<file path="config.mk">
export PLATFORM = sky130hd
export DESIGN_NAME = clock_run_ctrl_flat
export DESIGN_NICKNAME = d
export VERILOG_FILES = /design/src/rtl/clock_run_ctrl_if.sv /design/src/rtl/clock_run_ctrl.sv /design/src/flat_wrapper.sv
export SDC_FILE = /design/constraint.sdc
export NUM_CORES = 1
export LEC_CHECK = 0
export ABC_AREA = 1
export ABC_CLOCK_PERIOD_IN_PS = 4000
export BUFFER_PORTS_ARGS = -buffer_cell sky130_fd_sc_hd__buf_4
export CAP_MARGIN = 10
export CELL_PAD_IN_SITES_DETAIL_PLACEMENT = 0
export CELL_PAD_IN_SITES_GLOBAL_PLACEMENT = 2
export CORE_MARGIN = 5
export CORE_UTILIZATION = 31
export CTS_CLUSTER_SIZE = 28
export DETAILED_ROUTE_END_ITERATION = 10
export GPL_ROUTABILITY_DRIVEN = 1
export PLACE_DENSITY_LB_ADDON = 0.1
export REMOVE_ABC_BUFFERS = 1
export SYNTH_ARGS = -nofsm -noshare
export SYNTH_HDL_FRONTEND = slang
export SYNTH_SLANG_ARGS = --single-unit
</file>
<file path="constraint.sdc">
create_clock -name clock -period 4 [get_ports clock]
set_clock_uncertainty 0.05 [all_clocks]
set_input_delay 0.2 -clock clock [delete_from_list [all_inputs] [get_ports clock]]
set_output_delay 0.2 -clock clock [all_outputs]
set_load 0.02 [all_outputs]
</file>
<file path="src/rtl/clock_run_ctrl_if.sv">
// rtl/clock_run_ctrl_if.sv - control/status bundle between clock-run controller and its driver
interface clock_run_ctrl_if #(
  parameter int CNT_WIDTH = 32,
  parameter int STEP_W    = 8
);
  logic                 ctrl;
  logic [1:0]           mode;
  logic [STEP_W-1:0]    step_count;
  logic                 halt;
  logic                 clock_ctrl;
  logic                 clk_en;
  logic                 running;
  logic [CNT_WIDTH-1:0] remaining;
  logic                 done;

  modport master (
    output ctrl, mode, step_count, halt,
    input  clock_ctrl, clk_en, running, remaining, done
  );

  modport slave (
    input  ctrl, mode, step_count, halt,
    output clock_ctrl, clk_en, running, remaining, done
  );
endinterface

</file>
<file path="src/rtl/clock_run_ctrl.sv">
// rtl/clock_run_ctrl.sv - gates the board clock into the CPU clock in off/free/timed/step modes
module clock_run_ctrl #(
  parameter int          CNT_WIDTH    = 32,
  parameter int unsigned TIMEOUT      = 500000000,
  parameter int          STEP_W       = 8,
  parameter bit          RUN_ON_RESET = 1'b1
) (
  input  logic          clock,
  input  logic          rst,
  clock_run_ctrl_if.slave bus
);

  localparam logic [1:0] MODE_OFF   = 2'b00;
  localparam logic [1:0] MODE_FREE  = 2'b01;
  localparam logic [1:0] MODE_TIMED = 2'b10;
  localparam logic [1:0] MODE_STEP  = 2'b11;

  localparam logic [CNT_WIDTH-1:0] TIMEOUT_LOAD = CNT_WIDTH'(TIMEOUT);

  typedef enum logic [1:0] {
    S_IDLE  = 2'd0,
    S_FREE  = 2'd1,
    S_COUNT = 2'd2
  } state_t;

  state_t               state;
  logic                 ctrl_q;
  logic                 start_q;   // first cycle after reset behaves as a timed-run load
  logic                 clk_en_q;
  logic                 running_q;
  logic                 done_q;
  logic                 gate_q;
  logic [CNT_WIDTH-1:0] remaining_q;
  logic                 trig;
  logic [CNT_WIDTH-1:0] step_load;

  assign trig      = bus.ctrl & ~ctrl_q;
  assign step_load = (bus.step_count == '0) ? CNT_WIDTH'(1) : CNT_WIDTH'(bus.step_count);

  // Run-state FSM: priority rst > halt > OFF > FREE > trigger/load > decrement
  always_ff @(posedge clock) begin
    if (rst) begin
      ctrl_q      <= 1'b0;
      done_q      <= 1'b0;
      clk_en_q    <= 1'b0;
      running_q   <= 1'b0;
      start_q     <= RUN_ON_RESET;
      state       <= RUN_ON_RESET ? S_COUNT : S_IDLE;
      remaining_q <= RUN_ON_RESET ? TIMEOUT_LOAD : '0;
    end else begin
      ctrl_q  <= bus.ctrl;
      start_q <= 1'b0;
      done_q  <= 1'b0;
      if (bus.halt || bus.mode == MODE_OFF) begin
        state       <= S_IDLE;
        remaining_q <= '0;
        clk_en_q    <= 1'b0;
        running_q   <= 1'b0;
      end else if (bus.mode == MODE_FREE) begin
        state       <= S_FREE;
        remaining_q <= '0;
        clk_en_q    <= 1'b1;
        running_q   <= 1'b1;
      end else if (state == S_FREE) begin
        state       <= S_IDLE;
        remaining_q <= '0;
        clk_en_q    <= 1'b0;
        running_q   <= 1'b0;
      end else if (start_q || (trig && bus.mode == MODE_TIMED)) begin
        state       <= S_COUNT;
        remaining_q <= TIMEOUT_LOAD;
        clk_en_q    <= 1'b1;
        running_q   <= 1'b1;
      end else if (trig && bus.mode == MODE_STEP && state == S_IDLE) begin
        state       <= S_COUNT;
        remaining_q <= step_load;
        clk_en_q    <= 1'b1;
        running_q   <= 1'b1;
      end else if (state == S_COUNT) begin
        if (remaining_q <= CNT_WIDTH'(1)) begin
          state       <= S_IDLE;
          remaining_q <= '0;
          clk_en_q    <= 1'b0;
          running_q   <= 1'b0;
          done_q      <= 1'b1;
        end else begin
          remaining_q <= remaining_q - CNT_WIDTH'(1);
        end
      end else begin
        state       <= S_IDLE;
        remaining_q <= '0;
        clk_en_q    <= 1'b0;
        running_q   <= 1'b0;
      end
    end
  end

  // Gate updates while clock is low so every gated pulse is full width
  always_ff @(negedge clock) begin
    if (rst) gate_q <= 1'b0;
    else     gate_q <= clk_en_q;
  end

  assign bus.clock_ctrl = clock & gate_q;
  assign bus.clk_en     = clk_en_q;
  assign bus.running    = running_q;
  assign bus.remaining  = remaining_q;
  assign bus.done       = done_q;

endmodule

</file>
<file path="src/flat_wrapper.sv">
// flat-port wrapper written by rule: the top's interface ports become plain ports
module clock_run_ctrl_flat 
#(
  parameter int          CNT_WIDTH    = 32,
  parameter int unsigned TIMEOUT      = 500000000,
  parameter int          STEP_W       = 8,
  parameter bit          RUN_ON_RESET = 1'b1
)
  (clock, rst, bus_ctrl, bus_mode, bus_step_count, bus_halt, bus_clock_ctrl, bus_clk_en, bus_running, bus_remaining, bus_done);
  clock_run_ctrl_if #(.CNT_WIDTH(CNT_WIDTH), .STEP_W(STEP_W)) bus_i ();
  input  logic clock;
  input  logic rst;
  input wire logic [$bits(bus_i.ctrl)-1:0] bus_ctrl;
  input wire logic [$bits(bus_i.mode)-1:0] bus_mode;
  input wire logic [$bits(bus_i.step_count)-1:0] bus_step_count;
  input wire logic [$bits(bus_i.halt)-1:0] bus_halt;
  output wire logic [$bits(bus_i.clock_ctrl)-1:0] bus_clock_ctrl;
  output wire logic [$bits(bus_i.clk_en)-1:0] bus_clk_en;
  output wire logic [$bits(bus_i.running)-1:0] bus_running;
  output wire logic [$bits(bus_i.remaining)-1:0] bus_remaining;
  output wire logic [$bits(bus_i.done)-1:0] bus_done;
  assign bus_i.ctrl = bus_ctrl;
  assign bus_i.mode = bus_mode;
  assign bus_i.step_count = bus_step_count;
  assign bus_i.halt = bus_halt;
  assign bus_clock_ctrl = bus_i.clock_ctrl;
  assign bus_clk_en = bus_i.clk_en;
  assign bus_running = bus_i.running;
  assign bus_remaining = bus_i.remaining;
  assign bus_done = bus_i.done;
  clock_run_ctrl #(.CNT_WIDTH(CNT_WIDTH), .TIMEOUT(TIMEOUT), .STEP_W(STEP_W), .RUN_ON_RESET(RUN_ON_RESET)) u_core (.clock(clock), .rst(rst), .bus(bus_i));
endmodule
</file>
==> metrics.csv, run 1 <==
metric;value;unit
status;completed;
drt-total-wl;6.27;mm
ys_top_cells_by_area;dfxtp_1 (35%), nand2_1 (13%), nor2_1 (11%);
dieArea;8920;um^2
io_pins;50;
cp-start-kind;flip-flop;
netlist_area;2210;um^2
final_cell_mix;nand2_1 (78), nor2_1 (62), buf_4 (49), dfxtp_1 (39), inv_1 (38);
ys_seq_area_share;35.3;%
grt_usage;14.9;%
layout_commonest_cell;nand2_1;
grt_busiest_layer;met2;
wire_per_inst;12.8;um
max_cap_violations;0;
first_global_vias;2116;
antenna_found_initial;0;
ys_seq_elements;39;
grt_use_met3;3.98;%
crit_start;u_core.gate_q$_SDFF_NP0_;
cts.clk_slew.worst_paths;0.08;ns
grt_use_met1;19.0;%
ys_types;31;
tightest_slew;1.14;ns
reg2reg_depth;2;
worstSetupPathType;flip-flop to output port;
drv_slew;0;
synth_cells;327;
num-nets-final;407;
synth.largest_area_cell;dfxtp_1;
slew_headroom;24.0;%
drc;0;
drive_above_1_share;23.0;%
vias;2139;
synth_top_area_share;35.3;%
grt_pass1_wl;10.2;mm
hp-start;bus_halt;
portBuffers;49;
yosysWarnings;0;
die_y;94.5;um
postRouteAntennaNets;0;
fillCellCount;732;
first_pass_iters;4;
post-dp-hpwl;4.69;mm
worstPathRequired;3.75;ns
cts_resized;0;
grt_start_max_net_pins;15;
initial_core_util;32.2;%
syn_area_per_cell;6.76;um^2
critical_path.max_fanout;1;
grt_util_met2;24.4;%
async_flop_share;0;%
min_path_type;input port to flip-flop;
hold_viol;0;
cts_tree;built;
worst_ep_arrival_time;2.98;ns
insertion_delay;0.40;ns
leakage;1.36;nW
place_congestion;0.776;
critPathCaptureType;output port;
rr_startpoint;u_core.bus.clk_en$_SDFFE_PP0P_;
num_rows;30;
area_delta_synth_final;31.3;%
setup_viol;0;
fin_setup_tns;0;ns
synth_ff_type;dfxtp_1;
viasPerCell;4.38;
drtIter0Drc;55;
hold_path_depth;4;
n_antenna_cell;0;
synth_edf_count;0;
ir_drop;0.122;mV
coreArea;6870;um^2
grt_overflow_total;0;
total_power;1.03;mW
die_w;94.5;um
rsz0062_at_grt;no;
p_per_area;354;nW/um^2
timing.hold.ws;0.0163;ns
[cells by family (layout without fill, tap and decap cells)]
kind of cell,after synthesis,in the layout,share of synthesized area [%]
AND/OR/NAND/NOR,190,190,39.3
buffers and inverters,44,109,8.32
flip-flops,39,39,35.3
AO/OA/AOI/OAI,32,32,7.98
XOR/XNOR,20,20,7.92
adder cells (fa/ha/maj),2,2,1.13
[worst max-delay path: stages (launching register included)]
cell and delay [ns]:
dfxtp_1 0.29, nand2_1 0.05, inv_1 0.03, buf_4 0.14
[sequential cells by signal (all words and copies together), names as in the netlist]
name	count
u_core.state	2
u_core.bus.remaining	32
u_core.gate_q	1
u_core.bus.done	1
u_core.start_q	1
u_core.ctrl_q	1
u_core.bus.clk_en	1
[report_power, final]
group	switching (mW)	internal [mW]	total [mW]
logic	0.128	0.0846	0.212
clock network	0.165	0.224	0.389
registers	0.0208	0.407	0.428
[routing by layer]
metal	routed length, um	up-vias
met2	2920	43
li1	-	1142
met5	0	-
met3	242	9
met4	64	0
met1	3040	945
[synthesized netlist by cell type, drive strengths merged, types with 3 or more instances]
| cell type | count |
|---|---|
| nor3 | 4 |
| dfxtp | 39 |
| o21ai | 13 |
| buf | 3 |
| nand3 | 14 |
| inv | 38 |
| xor2 | 10 |
| a21oi | 18 |
| nand2 | 86 |
| xnor2 | 10 |
| nor2 | 76 |
[final timing paths]
path	slack [ns]	to
worst min register to register	0.47	u_core.bus.clk_en$_SDFFE_PP0P_
worst min-delay path	0.02	u_core.bus.clk_en$_SDFFE_PP0P_
worst max register to register	1.46	u_core.gate_q$_SDFF_NP0_
worst max-delay path	0.77	bus_clock_ctrl
[cell type report]
class                      instances  area (um^2)  share of cell area, %
clock buffer                      12          149                   5.13
clock inverter                     2         7.51                  0.259
inverter                          37          139                   4.78
multi-input combinational        244         1250                   42.9
sequential                        39          781                   26.9
tap                               96          120                   4.14
timing repair buffer              58          460                   15.9
[timing repair]
action / in CTS / in global routing
endpoints found under the hold margin: 10 / 0
hold buffers: 10 / 0
setup buffers: 0 / 0
endpoints found under the setup margin: 0 / 0
[through the flow]
step | worst slack (ns) | cells | area (um^2) | util (%)
CTS | 0.763 | 488 | 2900 | 42.3
global route | 0.671 | 488 | 2900 | 42.3
global placement | 1.26 | 467 | 2660 | 38.7
detailed placement | 1.26 | 467 | 2660 | 38.7
finish | 0.770 | 488 | 2900 | 42.3
floorplan | 1.18 | 322 | 2170 | -
(Power assumes the default switching activity.)
==> run 2: changes to the inputs <==
--- a/config.mk
+++ b/config.mk
@@ -6,13 +6,13 @@
 export NUM_CORES = 1
 export LEC_CHECK = 0
 export ABC_AREA = 1
-export ABC_CLOCK_PERIOD_IN_PS = 4000
+export ABC_CLOCK_PERIOD_IN_PS = 2900
 export BUFFER_PORTS_ARGS = -buffer_cell sky130_fd_sc_hd__buf_4
 export CAP_MARGIN = 10
 export CELL_PAD_IN_SITES_DETAIL_PLACEMENT = 0
 export CELL_PAD_IN_SITES_GLOBAL_PLACEMENT = 2
 export CORE_MARGIN = 5
-export CORE_UTILIZATION = 31
+export CORE_UTILIZATION = 26
 export CTS_CLUSTER_SIZE = 28
 export DETAILED_ROUTE_END_ITERATION = 10
 export GPL_ROUTABILITY_DRIVEN = 1
==> constraint.sdc (replaced) <==
create_clock -name clock -period 2.9 [get_ports clock]
set_clock_uncertainty 0.05 [all_clocks]
set_input_delay 0.145 -clock clock [delete_from_list [all_inputs] [get_ports clock]]
set_output_delay 0.145 -clock clock [all_outputs]
set_load 0.02 [all_outputs]
==> metrics.csv, run 2 (synthesis gave the netlist of run 1 again) <==
metric;value;unit
worstPathRequired;2.71;ns
grt_usage;13.7;%
grt_overflow_total;0;
max_cap_violations;0;
cp-start-kind;flip-flop;
post-dp-hpwl;4.97;mm
layout_commonest_cell;nand2_1;
rsz0062_at_grt;no;
first_global_vias;2215;
drt-total-wl;6.53;mm
cts_resized;0;
p_per_area;475;nW/um^2
area_delta_synth_final;32.6;%
dieArea;10400;um^2
wire_per_inst;13.1;um
fin_setup_tns;0;ns
num-nets-final;410;
initial_core_util;26.8;%
pre_cts_ws;0.765;ns
ir_drop;0.159;mV
min_path_type;input port to flip-flop;
final_cell_mix;nand2_1 (78), nor2_1 (62), buf_4 (50), dfxtp_1 (39), inv_1 (38);
portBuffers;49;
num_rows;33;
drtIter0Drc;57;
io_pins;50;
first_pass_iters;4;
cts_tree;built;
setup_viol;0;
tightest_slew;0.399;ns
critPathCaptureType;output port;
slew_headroom;73.3;%
worstSetupPathType;flip-flop to output port;
total_power;1.39;mW
viasPerCell;4.31;
postRouteAntennaNets;0;
place_congestion;0.757;
drive_above_1_share;22.8;%
worst_ep_arrival_time;2.43;ns
cts.clk_slew.worst_paths;0.07;ns
die_w;102;um
die_y;102;um
largest_reg_flops;32;
hold_viol;0;
coreArea;8260;um^2
grt_pass1_wl;10.9;mm
setup_ws;0.273;ns
antenna_found_initial;0;
drc;0;
grt_start_max_net_pins;15;
insertion_delay;0.40;ns
drv_slew;0;
fillCellCount;930;
vias;2156;
status;completed;
n_antenna_cell;0;
critical_path.max_fanout;1;
leakage;1.37;nW
==> run 2: cell types whose count changed in the layout (fill, tap and decap cells not counted), sizes merged <==
| cell | previous run | this run |
|---|---|---|
| clkinv | 1 | 2 |
| dlygate4sd3 | 10 | 12 |
| clkbuf | 11 | 10 |
| buf | 49 | 50 |
==> run 2: layer usage <==
layer / share of wire (%) / GRT usage [%] / vias to the layer above
met2: 48 / 22.4 / 55
met3: 5.0 / 3.96 / 2
met1: 47 / 17.4 / 957
met5: 0 / 0 / -
li1: - / - / 1142
met4: 0.23 / 4.14 / 0
==> run 2: timing repair <==
action	in CTS	in global routing
buffers inserted	0	0
hold buffers	12	0
hold endpoints to repair	11	0
setup endpoints to repair	0	0
==> run 2: worst max-delay path, cell delays in order (launching register included) <==
cell and delay [ns]:
dfxtp_1 0.29, nand2_1 0.05, inv_1 0.04, buf_4 0.14
==> run 2: power breakdown <==
group / switching, mW / internal (mW)
Combinational: 0.178 / 0.119
Clock: 0.222 / 0.282
Sequential: 0.0283 / 0.561
==> run 2: layout make-up <==
type                    instances  area [um^2]  share of cell area, %
multi-input cells             244         1250                   42.5
flip-flops and latches         39          781                   26.6
repair buffers                 61          488                   16.6
inverters                      37          139                   4.74
clock buffers                  11          135                   4.61
well taps                     105          131                   4.48
clock inverters                 3         11.3                  0.384
==> run 2: path summary, 6_finish.rpt <==
path	slack (ns)	cells after the start	start	end
hold reg to reg	0.48	2	u_core.bus.remaining[29]$_SDFF_PP0_	u_core.bus.remaining[29]$_SDFF_PP0_
hold / removal	0.03	4	bus_mode[1]	u_core.state[0]$_SDFFE_PP0P_
setup / recovery	0.27	3	u_core.gate_q$_SDFF_NP0_	bus_clock_ctrl
setup reg to reg	0.83	8	u_core.bus.remaining[0]$_SDFF_PP0_	u_core.bus.clk_en$_SDFFE_PP0P_
==> run 2: metrics by stage <==
stage / hold slack (ns) / utilization (%) / cell area (um^2) / std cells
global placement: 0.270 / 32.5 / 2680 / 477
CTS: 0.0161 / 35.5 / 2930 / 500
floorplan: 0.123 / - / 2170 / 322
finish: 0.0292 / 35.5 / 2930 / 500
global route: 0.0269 / 35.5 / 2930 / 500
detailed placement: 0.276 / 32.5 / 2680 / 477
==> run 3: changes to the inputs <==
--- a/config.mk
+++ b/config.mk
@@ -6,7 +6,7 @@
 export NUM_CORES = 1
 export LEC_CHECK = 0
 export ABC_AREA = 1
-export ABC_CLOCK_PERIOD_IN_PS = 2900
+export ABC_CLOCK_PERIOD_IN_PS = 2140
 export BUFFER_PORTS_ARGS = -buffer_cell sky130_fd_sc_hd__buf_4
 export CAP_MARGIN = 10
 export CELL_PAD_IN_SITES_DETAIL_PLACEMENT = 0
==> constraint.sdc (replaced) <==
create_clock -name clock -period 2.14 [get_ports clock]
set_clock_uncertainty 0.05 [all_clocks]
set_input_delay 0.107 -clock clock [delete_from_list [all_inputs] [get_ports clock]]
set_output_delay 0.107 -clock clock [all_outputs]
set_load 0.02 [all_outputs]
==> metrics.csv, run 3 (synthesis gave the netlist of run 1 again) <==
metric;value;unit
die_w;102;um
ir_drop;0.257;mV
max_cap_violations;0;
post-dp-hpwl;5.11;mm
dpl_cell_area;2700;um^2
worstPathRequired;1.98;ns
place_congestion;0.746;
combPwrFrac;21.6;%
viasPerCell;4.29;
tightest_slew;0.314;ns
antenna_found_initial;0;
cp-start-kind;flip-flop;
fillCellCount;924;
first_global_vias;2260;
drtIter0Drc;44;
fin_area;2980;um^2
swShare;30.8;%
layoutNonFillerInstCount;504;
postRouteAntennaNets;0;
cpMaxStageDelayCell;dfxtp_2;
status;finished, violations left;
num_rows;33;
io_pins;50;
dp_cells;480;
min_to;u_core.bus.done$_SDFF_PP0_;
setup_viol;2;
regToRegEndpoint;u_core.bus.clk_en$_SDFFE_PP0P_;
grt_overflow_total;0;
cts_tree;built;
grt_use_met1;17.6;%
initial_core_util;26.8;%
hp-start;bus_mode[0];
cts_setup_buffers;0;
seqPwrFrac;42.2;%
drt-total-wl;6.61;mm
cts.clk_slew.worst_paths;0.08;ns
intPower;1.31;mW
final_cell_mix;nand2_1 (78), nor2_1 (60), buf_4 (52), inv_1 (38), dfxtp_1 (38);
critical_path.max_fanout;1;
worstSetupPathType;flip-flop to output port;
r2r_setup_slack;0.15;ns
first_pass_iters;4;
reg2reg_depth;9;
clock_power_share;36.2;%
multi_input_area;1250;um^2
fin_setup_tns;-0.0631;ns
area_delta_synth_final;34.7;%
num-nets-final;414;
setup_ws;-0.0631;ns
critPathCaptureType;output port;
n_antenna_cell;0;
drv_slew;0;
pre_cts_ws;0.254;ns
p_per_area;638;nW/um^2
register_area;782;um^2
grt_util_met2;23.0;%
rr_startpoint;u_core.bus.remaining[25]$_SDFF_PP0_;
drc;0;
layout_commonest_cell;nand2_1;
portBuffers;49;
grt_pass1_wl;11.1;mm
crit_start;u_core.gate_q$_SDFF_NP0_;
largest_reg_flops;32;
grt_use_met3;4.16;%
grt_busiest_layer;met2;
hold_path_depth;6;
worst_ep_arrival_time;2.05;ns
wire_per_inst;13.1;um
rsz0062_at_grt;yes;
min_path_type;input port to flip-flop;
hold_viol;0;
leakage;1.39;nW
coreArea;8260;um^2
power.switching;585;uW
die_y;102;um
grt_usage;13.9;%
slew_headroom;79.0;%
failed_checks;setup timing;
dieArea;10400;um^2
grt_start_max_net_pins;15;
insertion_delay;0.40;ns
slowest_delay;0.30;ns
timing.critical_path.cells;nand2_1 > inv_1 > buf_6;
vias;2164;
drive_above_1_share;24.6;%
run 3: cell count changes in the layout (fill, tap and decap cells not counted), sizes merged:
cell,before,now
buf,50,53
dlygate4sd3,12,13
run 3: worst max-delay path by stage:
| stage | end | slack (ns) | cells past startpoint |
|---|---|---|---|
| after CTS | bus_clock_ctrl | -0.09 | 3 |
| after global placement | u_core.bus.remaining[0]$_SDFF_PP0_ | 0.34 | 9 |
| after global routing | bus_clock_ctrl | -0.12 | 3 |
| final | bus_clock_ctrl | -0.06 | 3 |
| after floorplan | u_core.gate_q$_SDFF_NP0_ | 0.25 | 2 |
| after detailed placement | u_core.bus.remaining[0]$_SDFF_PP0_ | 0.25 | 9 |
run 3: final cells by class:
class	count	share of cell area (%)
clock buffer	11	4.66
inverter	37	4.66
clock inverter	3	0.420
tap	105	4.41
timing repair buffer	65	17.5
multi-input combinational	244	42.1
sequential	39	26.2
run 3: worst max-delay path, delay by kind of cell, from the launching register on:
kind                   cells  cell delay (ns)
DFF                        1             0.30
buffers and inverters      2             0.17
and+or+nand+nor            1             0.04
run 3: power groups by stage:
stage / Sequential, mW / Clock [mW] / Combinational [mW]
2_1_floorplan: 0.845 / 0.00909 / 0.221
3_3_place_gp: 0.818 / 0.0113 / 0.398
3_5_place_dp: 0.818 / 0.0113 / 0.396
4_1_cts: 0.801 / 0.722 / 0.416
5_1_grt: 0.808 / 0.757 / 0.461
6_report: 0.801 / 0.688 / 0.411
run 3: repair_timing:
item / 4_1_cts / 5_1_grt
resized for setup: 1 / 5
cloned: 0 / 0
endpoints found under the setup margin: 2 / 3
hold buffers: 13 / 0
endpoints found under the hold margin: 12 / 0
run 3: metal layers:
layer	part of all wire, %	up-vias
met5	0	-
met4	1.0	0
met3	4.5	6
met2	47	38
met1	48	972
li1	-	1148
run 3: through the flow:
stage	util, %	power (mW)	hold WS, ns
3_5_place_dp	32.7	1.23	0.241
4_1_cts	36.0	1.94	0.145
2_1_floorplan	-	1.08	0.0847
3_3_place_gp	32.7	1.23	0.244
6_report	36.1	1.90	0.150
5_1_grt	36.1	2.03	0.199
